### config.mk
export PLATFORM = sky130hd
export DESIGN_NAME = instr_encoder_flat
export DESIGN_NICKNAME = d
export VERILOG_FILES = /design/src/rtl/riscv_pkg.sv /design/src/rtl/instr_encoder_if.sv /design/src/rtl/instr_fmt_enc.sv /design/src/rtl/instr_encoder.sv /design/src/flat_wrapper.sv
export SDC_FILE = /design/constraint.sdc
export NUM_CORES = 1
export LEC_CHECK = 0
export ABC_AREA = 1
export BUFFER_PORTS_ARGS = -buffer_cell sky130_fd_sc_hd__buf_4
export CAP_MARGIN = 40
export CORE_AREA = 2 2 72 74
export CTS_CLUSTER_SIZE = 30
export DETAILED_ROUTE_END_ITERATION = 6
export DIE_AREA = 0 0 74 76
export PLACE_DENSITY = 0.78
export SLEW_MARGIN = 20
export SYNTH_ARGS = -nofsm -noshare
export SYNTH_HDL_FRONTEND = slang
export SYNTH_SLANG_ARGS = --single-unit
### constraint.sdc
create_clock -name clk -period 1.49 [get_ports clk]
set_input_delay 0.0745 -clock clk [delete_from_list [all_inputs] [get_ports clk]]
set_output_delay 0.0745 -clock clk [all_outputs]
set_load 0.01 [all_outputs]
### src/rtl/riscv_pkg.sv
// Shared RV32I encoding constants, descriptor payload and immediate limits.
package riscv_pkg;

    localparam int unsigned KIND_W = 3;
    localparam int unsigned REG_W  = 5;
    localparam int unsigned IMM_W  = 21;

    localparam logic [6:0] OP_R      = 7'b0110011;
    localparam logic [6:0] OP_IALU   = 7'b0010011;
    localparam logic [6:0] OP_LOAD   = 7'b0000011;
    localparam logic [6:0] OP_STORE  = 7'b0100011;
    localparam logic [6:0] OP_BRANCH = 7'b1100011;
    localparam logic [6:0] OP_JAL    = 7'b1101111;

    localparam logic [31:0] NOP = 32'h0000_0013;

    typedef enum logic [KIND_W-1:0] {
        KIND_R    = 3'd0,
        KIND_IALU = 3'd1,
        KIND_LW   = 3'd2,
        KIND_SW   = 3'd3,
        KIND_BEQ  = 3'd4,
        KIND_JAL  = 3'd5
    } kind_e;

    localparam int IMM_I_MIN  = -2048;
    localparam int IMM_I_MAX  = 2047;
    localparam int IMM_SH_MAX = 31;
    localparam int IMM_B_MIN  = -4096;
    localparam int IMM_B_MAX  = 4094;
    localparam int IMM_J_MIN  = -1048576;
    localparam int IMM_J_MAX  = 1048574;

    typedef struct packed {
        logic [KIND_W-1:0] kind;
        logic [REG_W-1:0]  rd;
        logic [REG_W-1:0]  rs1;
        logic [REG_W-1:0]  rs2;
        logic [2:0]        funct3;
        logic              funct7b5;
        logic [IMM_W-1:0]  imm;
    } desc_t;

    // Inclusive range test; branch/jump offsets must also be halfword aligned.
    function automatic logic imm_ok(input int v, input int lo, input int hi, input logic even);
        return (v >= lo) && (v <= hi) && (!even || (v[0] == 1'b0));
    endfunction

endpackage

### src/rtl/instr_encoder_if.sv
// Descriptor-in / word-out valid-ready bus of the instruction encoder.
interface instr_encoder_if #(
    parameter int unsigned ADDR_W = 8
);
    logic              in_valid;
    logic              in_ready;
    logic [2:0]        in_kind;
    logic [4:0]        in_rd;
    logic [4:0]        in_rs1;
    logic [4:0]        in_rs2;
    logic [2:0]        in_funct3;
    logic              in_funct7b5;
    logic [20:0]       in_imm;
    logic              out_valid;
    logic              out_ready;
    logic [31:0]       out_instr;
    logic [ADDR_W-1:0] out_addr;

    modport master (
        output in_valid, in_kind, in_rd, in_rs1, in_rs2, in_funct3, in_funct7b5, in_imm,
        output out_ready,
        input  in_ready, out_valid, out_instr, out_addr
    );

    modport slave (
        input  in_valid, in_kind, in_rd, in_rs1, in_rs2, in_funct3, in_funct7b5, in_imm,
        input  out_ready,
        output in_ready, out_valid, out_instr, out_addr
    );
endinterface

### src/rtl/instr_fmt_enc.sv
// Combinational RV32I field packing with immediate range and kind legality checks.
module instr_fmt_enc
    import riscv_pkg::*;
(
    input  desc_t       i_desc,
    output logic [31:0] o_word,
    output logic        o_imm_bad,
    output logic        o_kind_bad
);

    int          w_imm;
    logic [20:0] w_i;
    logic [6:0]  w_f7;
    logic        w_shift;

    always_comb begin
        w_i        = i_desc.imm;
        w_imm      = int'($signed(i_desc.imm));
        w_f7       = {1'b0, i_desc.funct7b5, 5'b00000};
        w_shift    = (i_desc.funct3 == 3'b001) || (i_desc.funct3 == 3'b101);
        o_word     = NOP;
        o_imm_bad  = 1'b0;
        o_kind_bad = 1'b0;
        case (i_desc.kind)
            KIND_R: o_word = {w_f7, i_desc.rs2, i_desc.rs1, i_desc.funct3, i_desc.rd, OP_R};
            KIND_IALU: begin
                if (w_shift) begin
                    o_imm_bad = !imm_ok(w_imm, 0, IMM_SH_MAX, 1'b0);
                    o_word    = {w_f7, w_i[4:0], i_desc.rs1, i_desc.funct3, i_desc.rd, OP_IALU};
                end else begin
                    o_imm_bad = !imm_ok(w_imm, IMM_I_MIN, IMM_I_MAX, 1'b0);
                    o_word    = {w_i[11:0], i_desc.rs1, i_desc.funct3, i_desc.rd, OP_IALU};
                end
            end
            KIND_LW: begin
                o_imm_bad = !imm_ok(w_imm, IMM_I_MIN, IMM_I_MAX, 1'b0);
                o_word    = {w_i[11:0], i_desc.rs1, 3'b010, i_desc.rd, OP_LOAD};
            end
            KIND_SW: begin
                o_imm_bad = !imm_ok(w_imm, IMM_I_MIN, IMM_I_MAX, 1'b0);
                o_word    = {w_i[11:5], i_desc.rs2, i_desc.rs1, 3'b010, w_i[4:0], OP_STORE};
            end
            KIND_BEQ: begin
                o_imm_bad = !imm_ok(w_imm, IMM_B_MIN, IMM_B_MAX, 1'b1);
                o_word    = {w_i[12], w_i[10:5], i_desc.rs2, i_desc.rs1, 3'b000,
                             w_i[4:1], w_i[11], OP_BRANCH};
            end
            KIND_JAL: begin
                o_imm_bad = !imm_ok(w_imm, IMM_J_MIN, IMM_J_MAX, 1'b1);
                o_word    = {w_i[20], w_i[10:1], w_i[11], w_i[19:12], i_desc.rd, OP_JAL};
            end
            default: o_kind_bad = 1'b1;
        endcase
        // Any rejected descriptor still produces a harmless word.
        if (o_imm_bad || o_kind_bad) o_word = NOP;
    end

endmodule

### src/rtl/instr_encoder.sv
// Streaming RV32I encoder writing words to sequential instruction-memory addresses.
// INSTR_ENCODER_SKID_EN adds a 2-entry output buffer with a registered in_ready.
module instr_encoder
    import riscv_pkg::*;
#(
    parameter int unsigned ADDR_W    = 8,
    parameter int unsigned BASE_ADDR = 0
) (
    input  logic           clk,
    input  logic           reset,
    instr_encoder_if.slave bus,
    input  logic           clr_err,
    output logic           err_imm,
    output logic           err_kind
);

    desc_t             w_desc;
    logic [31:0]       w_word;
    logic              w_imm_bad;
    logic              w_kind_bad;
    logic              w_in_fire;
    logic              w_out_fire;
    logic [ADDR_W-1:0] r_addr;
    logic              r_err_imm;
    logic              r_err_kind;

    always_comb begin
        w_desc.kind     = bus.in_kind;
        w_desc.rd       = bus.in_rd;
        w_desc.rs1      = bus.in_rs1;
        w_desc.rs2      = bus.in_rs2;
        w_desc.funct3   = bus.in_funct3;
        w_desc.funct7b5 = bus.in_funct7b5;
        w_desc.imm      = bus.in_imm;
    end

    instr_fmt_enc u_fmt (
        .i_desc     (w_desc),
        .o_word     (w_word),
        .o_imm_bad  (w_imm_bad),
        .o_kind_bad (w_kind_bad)
    );

    assign w_in_fire  = bus.in_valid && bus.in_ready && !reset;
    assign w_out_fire = bus.out_valid && bus.out_ready;

    // Address of the word currently presented; advances per accepted word.
    always_ff @(posedge clk) begin
        if (reset)           r_addr <= ADDR_W'(BASE_ADDR);
        else if (w_out_fire) r_addr <= r_addr + ADDR_W'(1);
    end

    // Sticky flags: a new error in the same cycle as clr_err keeps the flag set.
    always_ff @(posedge clk) begin
        if (reset) begin
            r_err_imm  <= 1'b0;
            r_err_kind <= 1'b0;
        end else begin
            if (w_in_fire && w_imm_bad) r_err_imm <= 1'b1;
            else if (clr_err)           r_err_imm <= 1'b0;
            if (w_in_fire && w_kind_bad) r_err_kind <= 1'b1;
            else if (clr_err)            r_err_kind <= 1'b0;
        end
    end

    assign err_imm      = r_err_imm;
    assign err_kind     = r_err_kind;
    assign bus.out_addr = r_addr;

`ifdef INSTR_ENCODER_SKID_EN
    logic [31:0] r_mem [2];
    logic        r_head;
    logic [1:0]  r_count;
    logic        r_in_ready;
    logic        w_tail;
    logic [1:0]  w_count_nxt;

    assign w_tail      = r_head ^ r_count[0];
    assign w_count_nxt = r_count + 2'(w_in_fire) - 2'(w_out_fire);

    // Two-entry FIFO; ready is precomputed from the next occupancy.
    always_ff @(posedge clk) begin
        if (reset) begin
            r_mem[0]   <= '0;
            r_mem[1]   <= '0;
            r_head     <= 1'b0;
            r_count    <= 2'd0;
            r_in_ready <= 1'b1;
        end else begin
            if (w_in_fire)  r_mem[w_tail] <= w_word;
            if (w_out_fire) r_head        <= ~r_head;
            r_count    <= w_count_nxt;
            r_in_ready <= (w_count_nxt != 2'd2);
        end
    end

    assign bus.in_ready  = r_in_ready;
    assign bus.out_valid = (r_count != 2'd0);
    assign bus.out_instr = r_mem[r_head];
`else
    logic        r_valid;
    logic [31:0] r_instr;

    always_ff @(posedge clk) begin
        if (reset) begin
            r_valid <= 1'b0;
            r_instr <= '0;
        end else if (w_in_fire) begin
            r_valid <= 1'b1;
            r_instr <= w_word;
        end else if (w_out_fire) begin
            r_valid <= 1'b0;
        end
    end

    assign bus.in_ready  = !reset && (!r_valid || bus.out_ready);
    assign bus.out_valid = r_valid;
    assign bus.out_instr = r_instr;
`endif

endmodule

### src/flat_wrapper.sv
// flat-port wrapper written by rule: the top's interface ports become plain ports
module instr_encoder_flat import riscv_pkg::*;
#(
    parameter int unsigned ADDR_W    = 8,
    parameter int unsigned BASE_ADDR = 0
)
  (clk, reset, clr_err, err_imm, err_kind, bus_in_valid, bus_in_kind, bus_in_rd, bus_in_rs1, bus_in_rs2, bus_in_funct3, bus_in_funct7b5, bus_in_imm, bus_out_ready, bus_in_ready, bus_out_valid, bus_out_instr, bus_out_addr);
  instr_encoder_if #(.ADDR_W(ADDR_W)) bus_i ();
  input  logic clk;
  input  logic reset;
  input  logic clr_err;
  output logic err_imm;
  output logic err_kind;
  input wire logic [$bits(bus_i.in_valid)-1:0] bus_in_valid;
  input wire logic [$bits(bus_i.in_kind)-1:0] bus_in_kind;
  input wire logic [$bits(bus_i.in_rd)-1:0] bus_in_rd;
  input wire logic [$bits(bus_i.in_rs1)-1:0] bus_in_rs1;
  input wire logic [$bits(bus_i.in_rs2)-1:0] bus_in_rs2;
  input wire logic [$bits(bus_i.in_funct3)-1:0] bus_in_funct3;
  input wire logic [$bits(bus_i.in_funct7b5)-1:0] bus_in_funct7b5;
  input wire logic [$bits(bus_i.in_imm)-1:0] bus_in_imm;
  input wire logic [$bits(bus_i.out_ready)-1:0] bus_out_ready;
  output wire logic [$bits(bus_i.in_ready)-1:0] bus_in_ready;
  output wire logic [$bits(bus_i.out_valid)-1:0] bus_out_valid;
  output wire logic [$bits(bus_i.out_instr)-1:0] bus_out_instr;
  output wire logic [$bits(bus_i.out_addr)-1:0] bus_out_addr;
  assign bus_i.in_valid = bus_in_valid;
  assign bus_i.in_kind = bus_in_kind;
  assign bus_i.in_rd = bus_in_rd;
  assign bus_i.in_rs1 = bus_in_rs1;
  assign bus_i.in_rs2 = bus_in_rs2;
  assign bus_i.in_funct3 = bus_in_funct3;
  assign bus_i.in_funct7b5 = bus_in_funct7b5;
  assign bus_i.in_imm = bus_in_imm;
  assign bus_i.out_ready = bus_out_ready;
  assign bus_in_ready = bus_i.in_ready;
  assign bus_out_valid = bus_i.out_valid;
  assign bus_out_instr = bus_i.out_instr;
  assign bus_out_addr = bus_i.out_addr;
  instr_encoder #(.ADDR_W(ADDR_W), .BASE_ADDR(BASE_ADDR)) u_core (.clk(clk), .reset(reset), .bus(bus_i), .clr_err(clr_err), .err_imm(err_imm), .err_kind(err_kind));
endmodule
Yosys cells after proc, flatten, opt, wreduce, memory -nomap -nowiden
Index checks and enable logic that the tools add are counted.
- add/sub/neg operators: 1
- order comparisons: 8
- equality and inequality tests: 7
- muxes and demuxes: 11
- bitwise operators: 1
- reduce and logical (&&, ||, !) cells: 27
- operators with widths (kind ; count):
    one-hot mux 32 bit (6 select lines) ; 1
    two-way mux 32 bit ; 2
    greater-or-equal comparator 21 x 1 -> 1 bit, second input constant ; 1
    greater-or-equal comparator 21 x 12 -> 1 bit, second input constant ; 1
    greater-or-equal comparator 21 x 13 -> 1 bit, second input constant ; 1
    greater-or-equal comparator 21 bit, second input constant ; 1
    <= comparator 21 x 12 -> 1 bit, second input constant ; 1
    <= comparator 21 x 13 -> 1 bit, second input constant ; 1
    <= comparator 21 bit, second input constant ; 1
    <= comparator 21 x 6 -> 1 bit, second input constant ; 1
    logical AND 1 bit ; 12
    == test 3 bit, second input constant ; 3
    adder 8 x 1 -> 8 bit, second input constant ; 1
    two-way mux 1 bit ; 7
    == test 3 x 1 -> 1 bit, second input constant ; 2
    == test 3 x 2 -> 1 bit, second input constant ; 2
    zero test 1 bit ; 6
    nonzero test 2 bit ; 3
    OR reduction 6 bit ; 1
    one-hot mux 1 bit (4 select lines) ; 1
    zero test 3 bit ; 1
    logical OR 1 bit ; 3
    OR reduction 2 bit ; 1
    inverter 1 bit ; 1
- register bits after elaboration: 43
- input port bits: 48
- output and inout port bits: 44
- word-level logic and storage cells: 60

Depth between registers and ports, before layout
Gate-level depths: netlist (run 1).
- depth after elaboration: 7
- gate-level depth with buffers: 11
- mapped depth without buffers: 10

Cells and area by module
From an unflattened synthesis (run 1), not the netlist that was laid out.
- cell total of the unflattened synthesis: 387
- area, all modules: 2537.4 sq um
- by module, submodules not included (module ; times used ; cells each ; area an instance (sq um) ; seq. area each (sq um)):
    instr_encoder ; 1 ; 217 ; 1695.4 ; 860.8
    instr_fmt_enc ; 1 ; 170 ; 842.1 ; 0.0

Least setup slack after synthesis (run 1)
Ideal clock, no wire load.
- kind: register -> register
- start point: register u_core.r_valid (netlist: u_core.bus.out_valid)
- end point: register u_core.r_addr[7] (netlist: u_core.bus.out_addr[7])
- library setup time: 115 ps
- arrival: 1225 ps
- required time: 1375 ps
- path slack: 150 ps
- stages on the path, launching flop included: 11
- path buffers: 0
- period minus slack after synthesis: 1340 ps
- cells stage by stage: dfxtp_1 > nand2_1 > inv_1 > nand2_1 > nor2_1 > nand2_1 > inv_1 > nand3_1 > nor2_1 > a21oi_1 > o21a_1
- cells in the longest elaborated chain, start to end: 1
- RTL lines (item ; RTL line ; source):
    start: declaration ; instr_encoder.sv:101 ; logic r_valid;
    start signal: assignment ; instr_encoder.sv:106 ; r_valid <= 1'b0;
    start signal: assignment ; instr_encoder.sv:109 ; r_valid <= 1'b1;
    start signal: assignment ; instr_encoder.sv:112 ; r_valid <= 1'b0;
    logical AND 1 bit ; instr_encoder.sv:45 ; assign w_out_fire = bus.out_valid && bus.out_ready;
    end signal: assignment ; instr_encoder.sv:49 ; if (reset) r_addr <= ADDR_W'(BASE_ADDR);
    end signal: assignment ; instr_encoder.sv:50 ; else if (w_out_fire) r_addr <= r_addr + ADDR_W'(1);
    end: declaration ; instr_encoder.sv:23 ; logic [ADDR_W-1:0] r_addr;
No other way between the ends.
A chain may end at the register's enable or synchronous reset.

Worst setup path after layout (run 1)
- start point: register u_core.r_valid (netlist: u_core.bus.out_valid)
- end point: register u_core.r_instr[3] (netlist: u_core.bus.out_instr[3])
- cells in the longest elaborated chain, start to end: 5
- RTL lines (item ; RTL line ; source):
    zero test 1 bit ; instr_encoder.sv:116 ; assign bus.in_ready = !reset && (!r_valid || bus.out_ready);
    logical OR 1 bit ; instr_encoder.sv:116 ;
    logical AND 1 bit ; instr_encoder.sv:116 ;
    logical AND 1 bit (2 in series) ; instr_encoder.sv:44 ; assign w_in_fire = bus.in_valid && bus.in_ready && !reset;
    end signal: assignment ; instr_encoder.sv:110 ; r_instr <= w_word;
    end: declaration ; instr_encoder.sv:102 ; logic [31:0] r_instr;
No other way between the ends.

==> summary.txt, run 1 <==
Logic synthesis
  • Share of the yosys chip area belonging to registers: 36.3%
  • Top-count cell post-synth: nand2_1
  • Synth Warn #: 0
  • Seq cells post-synth: 41
  • Yosys top cell by area: dfxtp_1
  • EDFF count, synth: 0
  • Commonest register cell after synthesis: dfxtp_1
  • Cell area after synthesis: 2260 um^2
  • Top cells by count, synth: 112 x nand2_1, 41 x dfxtp_1, 35 x a21oi_1
  • Avg Inst Size Synth: 6.58 um^2
  • Mapped Nets: 392
  • Post-Syn Instances: 343
  • FFs w/ async S/R, synth: 0%
  • Synth top area cells: dfxtp_1 36%, nand2_1 19%, nand4_1 8.0%, a21oi_1 7.8%, nor2_1 5.3%
  • Netlist cell types: 26
  • Synth top area share: 36.3%

Worst hold path
  • Hold EP: u_core.bus.out_valid
  • Hold Crit Class: input pin to register
  • Worst hold start: bus_in_valid
  • Worst Hold Depth: 3

Global routing
  • Grt ovf: 0
  • GR Util All Layers: 23.8%
  • Initial antenna violation count: 0
  • Largest net degree at the start of global routing: 37
  • Vias in the first global route: 2312
  • First-pass GRT wire length: 10600 um

Clock network
  • TritonCTS Buffers: 5
  • Clock Latency Late Sink: 290 ps
  • Longest Clk Path Bufs: 2
  • CTS sink cnt: 41
  • Root Buffer: clkbuf_8
  • Hold buffers post-CTS: 0
  • CTS HTree Levels: 2
  • Worst-path clk slew: 80 ps
  • CTS tree: yes

Floorplanning
  • Die Wd: 74 um
  • Full die area: 5620 um^2
  • Chip height: 76 um
  • Top-level port count: 92
  • Rows: 26
  • Core area: 4910 um^2
  • Starting Density: 46.0%

Pwr
  • Leak: 1.44 nW
  • P per Cell Area: 804 nW/um^2
  • VDD IR-drop max: 0.416 mV
  • Total power: 0.00252 W

Timing
  • Final critical-path required period: 1410 ps
  • Clock Skews: 7.02 ps
  • Max frequency: 712 MHz
  • Hold slack: 0.703 ps
  • Slew HR: 72.9%
  • Final worst-path cycle share: 94.3%
  • Final setup vio count: 0
  • Worst slew pin tran: 404 ps
  • Post-route worst setup slack: 84.7 ps
  • Final Max Tran Viols: 0
  • Final hold violations: 0

Layout
  • Number of antenna repair diodes: 0
  • Layout area overhead: 39.0%
  • Filler cells: 457
  • Share of layout cells above drive strength 1: 29.5%
  • Layout Nets: 479

Route
  • DRC: 0
  • Drt first pass iters: 4
  • Final ANT Viol Nets: 0
  • DR vias/cell: 5.28
  • Vias: 2642
  • Routed WL per cell: 13.4 um
  • Routed wire length: 6710 um
  • Initial drt markers: 150

Setup path
  • CP Max Fanout: 19
  • Worst r2r path cells: 8
  • Worst path required time: 1710 ps
  • CP endpoint kind: register
  • CP Launch Type: register
  • Worst flop-to-flop path startpoint: u_core.bus.out_valid
  • Reg2Reg Setup Slack: 80 ps
  • Crit Path Category: register to register
  • CP arrival: 1630 ps
  • R2R Path End: u_core.bus.out_instr[3]

Placement
  • GPL Wtd Cong: 0.917
  • Hpwl dp: 4990 um
  • Buffers on Ports: 91
  • Dpl ws: 26.3 ps

Flow run
  • Max-cap violations: 0

Status
  • Outcome: finished clean
-- logic make-up after synthesis --
logic type | Yosys count | synth area share [%]
and+or+nand+nor | 203 | 40.4
buffers and inverters | 42 | 9.31
adders and majority gates | 1 | 0.554
AOI/OAI and AO/OA | 56 | 13.4
DFF | 41 | 36.3
-- stage by stage --
stage | setup TNS [ps] | utilization [%] | area (um^2) | std cells
5_1_grt | -24.1 | 63.9 | 3140 | 500
6_report | 0 | 63.9 | 3140 | 500
3_5_place_dp | 0 | 61.2 | 3000 | 491
4_1_cts | 0 | 63.3 | 3110 | 498
2_1_floorplan | 0 | - | 2260 | 343
3_3_place_gp | 0 | 61.2 | 3000 | 491
-- worst max-delay path by stage --
stage / from / to / slack (ps) / depth (start not counted)
6_report: u_core.bus.out_valid / u_core.bus.out_instr[3] / 80 / 8
5_1_grt: u_core.bus.out_valid / u_core.bus.out_instr[3] / -20 / 8
4_1_cts: u_core.bus.out_valid / u_core.bus.out_instr[27] / 30 / 7
3_5_place_dp: u_core.bus.out_valid / u_core.bus.out_instr[3] / 30 / 8
2_1_floorplan: u_core.bus.out_valid / u_core.bus.out_addr[7] / 150 / 10
3_3_place_gp: bus_in_kind[1] / u_core.bus.out_instr[27] / 100 / 8
-- layer usage --
layer	vias to the layer above	global-route usage, %	wire (um)
li1	1315	-	-
met1	1193	32.3	2850
met2	113	36.6	3210
met3	21	4.63	478
met4	0	9.64	173
met5	-	0	0
-- placed cells by master (no fill, tap or decap) --
| cell type | count |
|---|---|
| a32o_1 | 1 |
| clkbuf_8 | 5 |
| o21a_1 | 1 |
| ha_1 | 1 |
| inv_2 | 2 |
| o211ai_1 | 1 |
| inv_1 | 20 |
| dfxtp_2 | 1 |
| buf_4 | 96 |
| nand3_1 | 16 |
| nor3_4 | 1 |
| dfxtp_1 | 40 |
| nor2_2 | 5 |
| nand2_1 | 111 |
| o21ai_0 | 13 |
| buf_12 | 4 |
| nor2_4 | 3 |
| nand2_2 | 4 |
| nor3_1 | 3 |
| a21oi_1 | 35 |
| nand4_1 | 29 |
| clkinv_2 | 1 |
| a22o_1 | 1 |
| bufinv_16 | 1 |
| nand3_2 | 2 |
| nor2_1 | 29 |
| a21oi_2 | 2 |
| o21ai_1 | 2 |
-- flip-flops by register name, summed over array words and instances (netlist names) --
name,count
u_core.err_imm,1
u_core.err_kind,1
u_core.bus.out_valid,1
u_core.bus.out_instr,30
u_core.bus.out_addr,8
-- layout make-up --
type / instances / area (um^2) / area share, %
multi-input cells: 260 / 1240 / 39.6
flip-flops and latches: 41 / 822 / 26.2
clock inverters: 2 / 35.0 / 1.12
well taps: 70 / 87.6 / 2.79
repair buffers: 100 / 801 / 25.5
clock buffers: 5 / 68.8 / 2.19
inverters: 22 / 82.6 / 2.63
-- worst max-delay path, cell delays in order (launching register included) --
cell,delay (ps)
dfxtp_2,340
inv_1,50
nor2_1,70
nor3_4,220
nand2_2,110
inv_2,100
buf_12,150
nand4_1,130
a21oi_1,150
-- where the power goes --
part           switching [W]  internal, W  total, W  leakage (nW)
Sequential         0.0000182      0.00112   0.00114         0.333
Combinational       0.000282     0.000229  0.000511          1.05
Clock               0.000383     0.000487  0.000871        0.0540
Total               0.000684      0.00184   0.00252          1.44
-- repair_timing --
action,in CTS,in global routing
gates resized for setup,1,6
pin swaps,0,1
endpoints found under the setup margin,1,19
buffers inserted,0,2
(Power assumes the default switching activity.)
==> run 2: changes to the inputs <==
--- a/config.mk
+++ b/config.mk
@@ -8,11 +8,10 @@
 export ABC_AREA = 1
 export BUFFER_PORTS_ARGS = -buffer_cell sky130_fd_sc_hd__buf_4
 export CAP_MARGIN = 40
-export CORE_AREA = 2 2 72 74
+export CORE_AREA = 2 2 90 92
 export CTS_CLUSTER_SIZE = 30
 export DETAILED_ROUTE_END_ITERATION = 6
-export DIE_AREA = 0 0 74 76
-export PLACE_DENSITY = 0.78
+export DIE_AREA = 0 0 92 94
 export SLEW_MARGIN = 20
 export SYNTH_ARGS = -nofsm -noshare
 export SYNTH_HDL_FRONTEND = slang
==> run 2 against run 1 <==
Against the previous run: the flow now finishes with violations (negative hold slack); worst hold slack got worse by 0.80 ps; sequential power about the same; fmax decreased by 0.49%; utilization decreased by 22 points; combinational power increased by 3%; routed wire length increased by 8.6%; clock power decreased by 14%; total power decreased by 4.0%; final cell count increased by 6.8%; register-to-register slack about the same.
==> summary.txt, run 2 (synthesis results as in run 1) <==
Route
  • Initial drt markers: 257 (+71%)
  • Routed wire length: 7290 um (+8.6%)
  • Routed WL per cell: 13.7 um (+1.7%)
  • Drt first pass iters: 4 (unchanged)
  • Top layer in use: met4
  • Final ANT Viol Nets: 0 (unchanged)
  • WL met3: 509 um (+6.5%)
  • Routed length on met1: 3310 um (+16%)
  • WL met2: 3380 um (+5.2%)
  • DRC: 0 (unchanged)
  • DR vias/cell: 4.84 (-8.4%)
  • Vias: 2585 (-2.2%)

Timing
  • Final critical-path required period: 1410 ps (+6.97 ps)
  • Final Max Tran Viols: 0 (unchanged)
  • Post-route worst setup slack: 77.7 ps (-6.97 ps)
  • RSZ-0062 raised after global routing: yes
  • Hold slack: -0.0994 ps (-0.802 ps)
  • Clock Skews: 9.53 ps (+2.51 ps)
  • Final setup vio count: 0 (unchanged)
  • Final hold violations: 1 (+1)
  • Slew HR: 72.3% (-0.56 points)
  • Worst slew pin tran: 412 ps (+8.31 ps)
  • Final worst-path cycle share: 94.8% (+0.47 points)
  • Max frequency: 708 MHz (-0.49%)

Floorplanning
  • Chip height: 94 um (+24%)
  • Full die area: 8650 um^2 (+54%)
  • Die Wd: 92 um (+24%)
  • Core area: 7610 um^2 (+55%)
  • Starting Density: 29.7% (-16 points)
  • Top-level port count: 92 (unchanged)
  • Rows: 32 (+23%)

Status
  • Failing checks: negative hold slack
  • Outcome: finished, violations left

Pwr
  • P per Cell Area: 758 nW/um^2 (-5.7%)
  • Leak: 1.43 nW (-0.51%)
  • VDD IR-drop max: 0.303 mV (-27%)

Global routing
  • Initial antenna violation count: 0 (unchanged)
  • Vias in the first global route: 2328 (+0.69%)
  • Grt ovf: 0 (unchanged)
  • Largest net degree at the start of global routing: 37 (unchanged)
  • First-pass GRT wire length: 11400 um (+7.8%)
  • GR Util All Layers: 16.6% (-7.2 points)

Placement
  • Buffers on Ports: 91 (unchanged)
  • Dpl ws: 28.6 ps (+2.29 ps)
  • GPL Wtd Cong: 0.861 (-6.1%)
  • Dpl cell area: 3050 um^2 (+1.7%)
  • Placed cell count: 526 (+7.1%)
  • Hpwl dp: 5610 um (+12%)

Clock network
  • Root Buffer: clkbuf_8
  • Worst-path clk slew: 80 ps (about the same)
  • CTS sink cnt: 41 (unchanged)
  • Longest Clk Path Bufs: 2 (unchanged)
  • Clock Latency Late Sink: 290 ps (about the same)
  • CTS HTree Levels: 2 (unchanged)
  • TritonCTS Buffers: 5 (unchanged)
  • CTS tree: yes

Setup path
  • CP arrival: 1610 ps (-20 ps)
  • CP Launch Type: register
  • CP endpoint kind: register
  • CP Max Fanout: 5 (-14)
  • Worst path required time: 1690 ps (-20 ps)
  • Crit Path Category: register to register

Layout
  • Final design utilization: 42.0% (-22 points)
  • Max reg flops: 30 (unchanged)
  • Share of layout cells above drive strength 1: 30.8% (+1.3 points)
  • Commonest cells after routing, fill and taps aside: 111 x nand2_1, 97 x buf_4, 40 x dfxtp_1, 34 x a21oi_1, 29 x nand4_1
  • Layout Nets: 481 (+0.42%)
  • Design area: 3200 um^2 (+1.9%)
  • Post-Layout Cell Count: 534 (+6.8%)
  • Layout area overhead: 41.6%
  • Number of antenna repair diodes: 0 (unchanged)
  • Commonest non-fill, non-tap cell in the layout: nand2_1

Flow run
  • Max-cap violations: 0 (unchanged)

Worst hold path
  • Hold Crit Class: input pin to register
## run 2: cell count changes in the layout (fill, tap and decap cells not counted), sizes merged
cell	change
bufinv	-1
clkinvlp	+1
buf	+1
clkbuf	+2
clkinv	-1
## run 2: routing by layer
layer / GRT usage [%] / up-vias
met5: 0 / -
met4: 3.73 / 0
met3: 2.89 / 9
met2: 26.2 / 96
met1: 23.5 / 1161
li1: - / 1319
## run 2: timing repair
action                     in CTS  in global routing
hold buffers                    0                  0
setup endpoints to repair       0                  8
gates resized for setup         0                 13
setup buffers                   0                  0
## run 2: power breakdown
part           leakage, nW  internal, W  switching [W]
Sequential           0.333      0.00112      0.0000188
Clock               0.0433     0.000367       0.000387
Combinational         1.05     0.000236       0.000291
Total                 1.43      0.00173       0.000697
## run 2: final cells by class
cell class / count / area [um^2]
Inverter: 22 / 85.1
Sequential cell: 41 / 822
Tap cell: 102 / 128
Fill cell: 872 / 4410
Clock inverter: 1 / 7.51
Multi-Input combinational cell: 260 / 1250
Clock buffer: 6 / 82.6
Timing Repair Buffer: 102 / 825
## run 2: worst max-delay path, cell delays in order, from the launching register on
cell	delay (ps)
dfxtp_2	330
inv_1	60
nor2_2	50
nor3_4	240
nand2_2	120
inv_4	110
buf_6	120
nand3_1	80
o21ai_1	150
inv_1	50
## run 2: path summary, 6_finish.rpt
check | end | cells past startpoint | slack (ps) | start
setup / recovery | u_core.bus.out_instr[4] | 9 | 80 | u_core.bus.out_valid
setup reg to reg | u_core.bus.out_instr[4] | 9 | 80 | u_core.bus.out_valid
hold / removal | u_core.bus.out_valid | 3 | -0.1 | bus_in_valid
hold reg to reg | u_core.bus.out_instr[9] | 2 | 460 | u_core.bus.out_instr[9]
## run 2: metrics by stage
step,TNS [ps],total power (W)
after floorplan,0,0.00143
after global placement,0,0.00168
after detailed placement,0,0.00168
after CTS,0,0.00242
after global routing,-146,0.00254
final,0,0.00242
==> run 3: changes to the inputs <==
--- a/config.mk
+++ b/config.mk
@@ -12,6 +12,9 @@
 export CTS_CLUSTER_SIZE = 30
 export DETAILED_ROUTE_END_ITERATION = 6
 export DIE_AREA = 0 0 92 94
+export RECOVER_POWER = 25
+export REMOVE_ABC_BUFFERS = 1
+export SKIP_CTS_REPAIR_TIMING = 1
 export SLEW_MARGIN = 20
 export SYNTH_ARGS = -nofsm -noshare
 export SYNTH_HDL_FRONTEND = slang
==> run 3 against run 2 <==
Against the previous run: the run now ends clean; first-iteration DRC count decreased by 59%; die area stayed put; combinational power is 3% lower; utilization fell by 0.15 points; register-to-register slack improved by 80 ps; global-route usage shrank 0.082 points; critical path type unchanged; largest cell class unchanged; highest routed layer unchanged.
==> summary.txt, run 3 (synthesis results as in run 1) <==
Status
  • Outcome: finished clean

Clock network
  • Longest Clk Path Bufs: 2 (unchanged)
  • TritonCTS Buffers: 5 (unchanged)
  • Root Buffer: clkbuf_8
  • Worst-path clk slew: 70 ps (about the same)
  • Clock Latency Late Sink: 290 ps (about the same)
  • CTS sink cnt: 41 (unchanged)
  • CTS HTree Levels: 2 (unchanged)
  • CTS tree: yes

Placement
  • Dpl cell area: 3080 um^2 (+0.90%)
  • GPL Wtd Cong: 0.850 (-1.3%)
  • Placed cell count: 533 (+1.3%)
  • Dpl ws: 51.1 ps (+22.5 ps)
  • Hpwl dp: 5540 um (-1.2%)
  • Buffers on Ports: 91 (unchanged)

Floorplanning
  • Top-level port count: 92 (unchanged)
  • Chip height: 94 um (unchanged)
  • Die Wd: 92 um (unchanged)
  • Rows: 32 (unchanged)
  • Full die area: 8650 um^2 (unchanged)
  • Core area: 7610 um^2 (unchanged)
  • Starting Density: 29.7% (unchanged)

Route
  • Routed WL per cell: 13.1 um (-4.3%)
  • Initial drt markers: 106 (-59%)
  • Drt first pass iters: 4 (unchanged)
  • DR vias/cell: 4.81 (-0.71%)
  • DRC: 0 (unchanged)
  • Vias: 2605 (+0.77%)
  • Routed wire length: 7080 um (-2.9%)
  • Final ANT Viol Nets: 0 (unchanged)

Pwr
  • VDD IR-drop max: 0.327 mV (+7.9%)
  • Total power: 0.00236 W (-2.6%)
  • Leak: 1.45 nW (+1.3%)
  • P per Cell Area: 741 nW/um^2 (-2.3%)

Global routing
  • Vias in the first global route: 2377 (+2.1%)
  • Gr busiest metal: met2
  • Grt ovf: 0 (unchanged)
  • Largest net degree at the start of global routing: 37 (unchanged)
  • First-pass GRT wire length: 11600 um (+0.96%)
  • Met3 track demand over resource: 2.89% (unchanged)
  • Routing usage on met1: 22.7% (-0.84 points)
  • Initial antenna violation count: 0 (unchanged)
  • Met2 usage in global routing: 26.4% (+0.18 points)
  • GR Util All Layers: 16.5% (-0.082 points)

Worst hold path
  • Hold EP: u_core.bus.out_valid
  • Hold Crit Class: input pin to register
  • Worst hold start: bus_in_valid
  • Worst Hold Depth: 3 (unchanged)

Layout
  • Layout area overhead: 41.1%
  • Number of antenna repair diodes: 0 (unchanged)
  • Max reg flops: 30 (unchanged)
  • Layout Nets: 488 (+1.5%)
  • Design area: 3190 um^2 (-0.35%)
  • Share of layout cells above drive strength 1: 30.7% (-0.11 points)
  • Commonest non-fill, non-tap cell in the layout: nand2_1
  • Commonest cells after routing, fill and taps aside: 112 x nand2_1, 107 x buf_4, 40 x dfxtp_1, 35 x a21oi_1
  • Post-Layout Cell Count: 542 (+1.5%)

Timing
  • Final Max Tran Viols: 0 (unchanged)
  • Max frequency: 749 MHz (+5.8%)
  • Final hold violations: 0 (-1)
  • Final setup vio count: 0 (unchanged)
  • Post-route worst setup slack: 155 ps (+77.6 ps)
  • Clock Skews: 8.68 ps (-0.849 ps)
  • Final critical-path required period: 1330 ps (-77.6 ps)
  • Worst slew pin tran: 398 ps (-14.6 ps)
  • Slew HR: 73.5% (+1.2 points)
  • Hold slack: 9.18 ps (+9.28 ps)
  • Final worst-path cycle share: 89.6% (-5.2 points)

Setup path
  • CP arrival: 1560 ps (-50 ps)
  • R2R Path End: u_core.bus.out_instr[25]
  • Worst r2r path cells: 7 (-2)
  • Critical path depth: 7 (-2)
  • Crit Path Category: register to register
  • CP max-delay cell: dfxtp_2
  • CP Cell Sequence: inv_1, nor2_2, nor3_4, nand2_1, nor2_1, nand4_1, a21oi_1
  • Worst path required time: 1710 ps (+20 ps)
  • CP max stage delay: 320 ps (about the same)
  • CP Launch Type: register
  • Worst flop-to-flop path startpoint: u_core.bus.out_valid
  • Reg2Reg Setup Slack: 160 ps (+80 ps)
  • CP endpoint kind: register
  • Buf/Inv on CP: 1 (-3)
  • CP Max Fanout: 5 (unchanged)
  • Worst path top cell family by delay: simple AND/OR/NAND/NOR gates

Flow run
  • Max-cap violations: 0 (unchanged)
==> run 3: worst max-delay path by stage <==
stage	endpoint	start	slack, ps
detailed placement	u_core.bus.out_addr[7]	u_core.bus.out_valid	50
finish	u_core.bus.out_instr[25]	u_core.bus.out_valid	160
CTS	u_core.bus.out_addr[7]	u_core.bus.out_valid	50
global route	u_core.bus.out_instr[25]	u_core.bus.out_valid	-3
global placement	u_core.bus.out_addr[7]	u_core.bus.out_valid	80
floorplan	u_core.bus.out_instr[4]	bus_in_imm[17]	-70
==> run 3: tightest hold or removal path, cell delays in order <==
cell and delay, ps:
buf_4 80, nor2_1 30, nor2_1 70
==> run 3: per-layer routing <==
metal	share of wire, %	vias to the layer above
met5	0	-
met3	5.4	9
met4	1.2	0
li1	-	1332
met1	47	1180
met2	46	84
==> run 3: report_power, final <==
part	internal, W	switching (W)	total (W)	leakage (nW)
combinational	0.000232	0.000282	0.000514	1.07
sequential	0.00112	0.0000179	0.00114	0.333
clock	0.000333	0.000371	0.000704	0.0395
total	0.00169	0.000671	0.00236	1.45
==> run 3: area by class of cell <==
class / count / area, um^2
Clock buffer: 8 / 80.1
Fill cell: 857 / 4420
Inverter: 22 / 82.6
Multi-Input combinational cell: 260 / 1240
Sequential cell: 41 / 822
Tap cell: 102 / 128
Timing Repair Buffer: 109 / 835
==> run 3: stage by stage <==
step	TNS [ps]	utilization, %
after floorplan	-97.3	-
after CTS	0	41.6
after global placement	0	40.5
after detailed placement	0	40.5
final	0	41.9
after global routing	-2.82	41.9
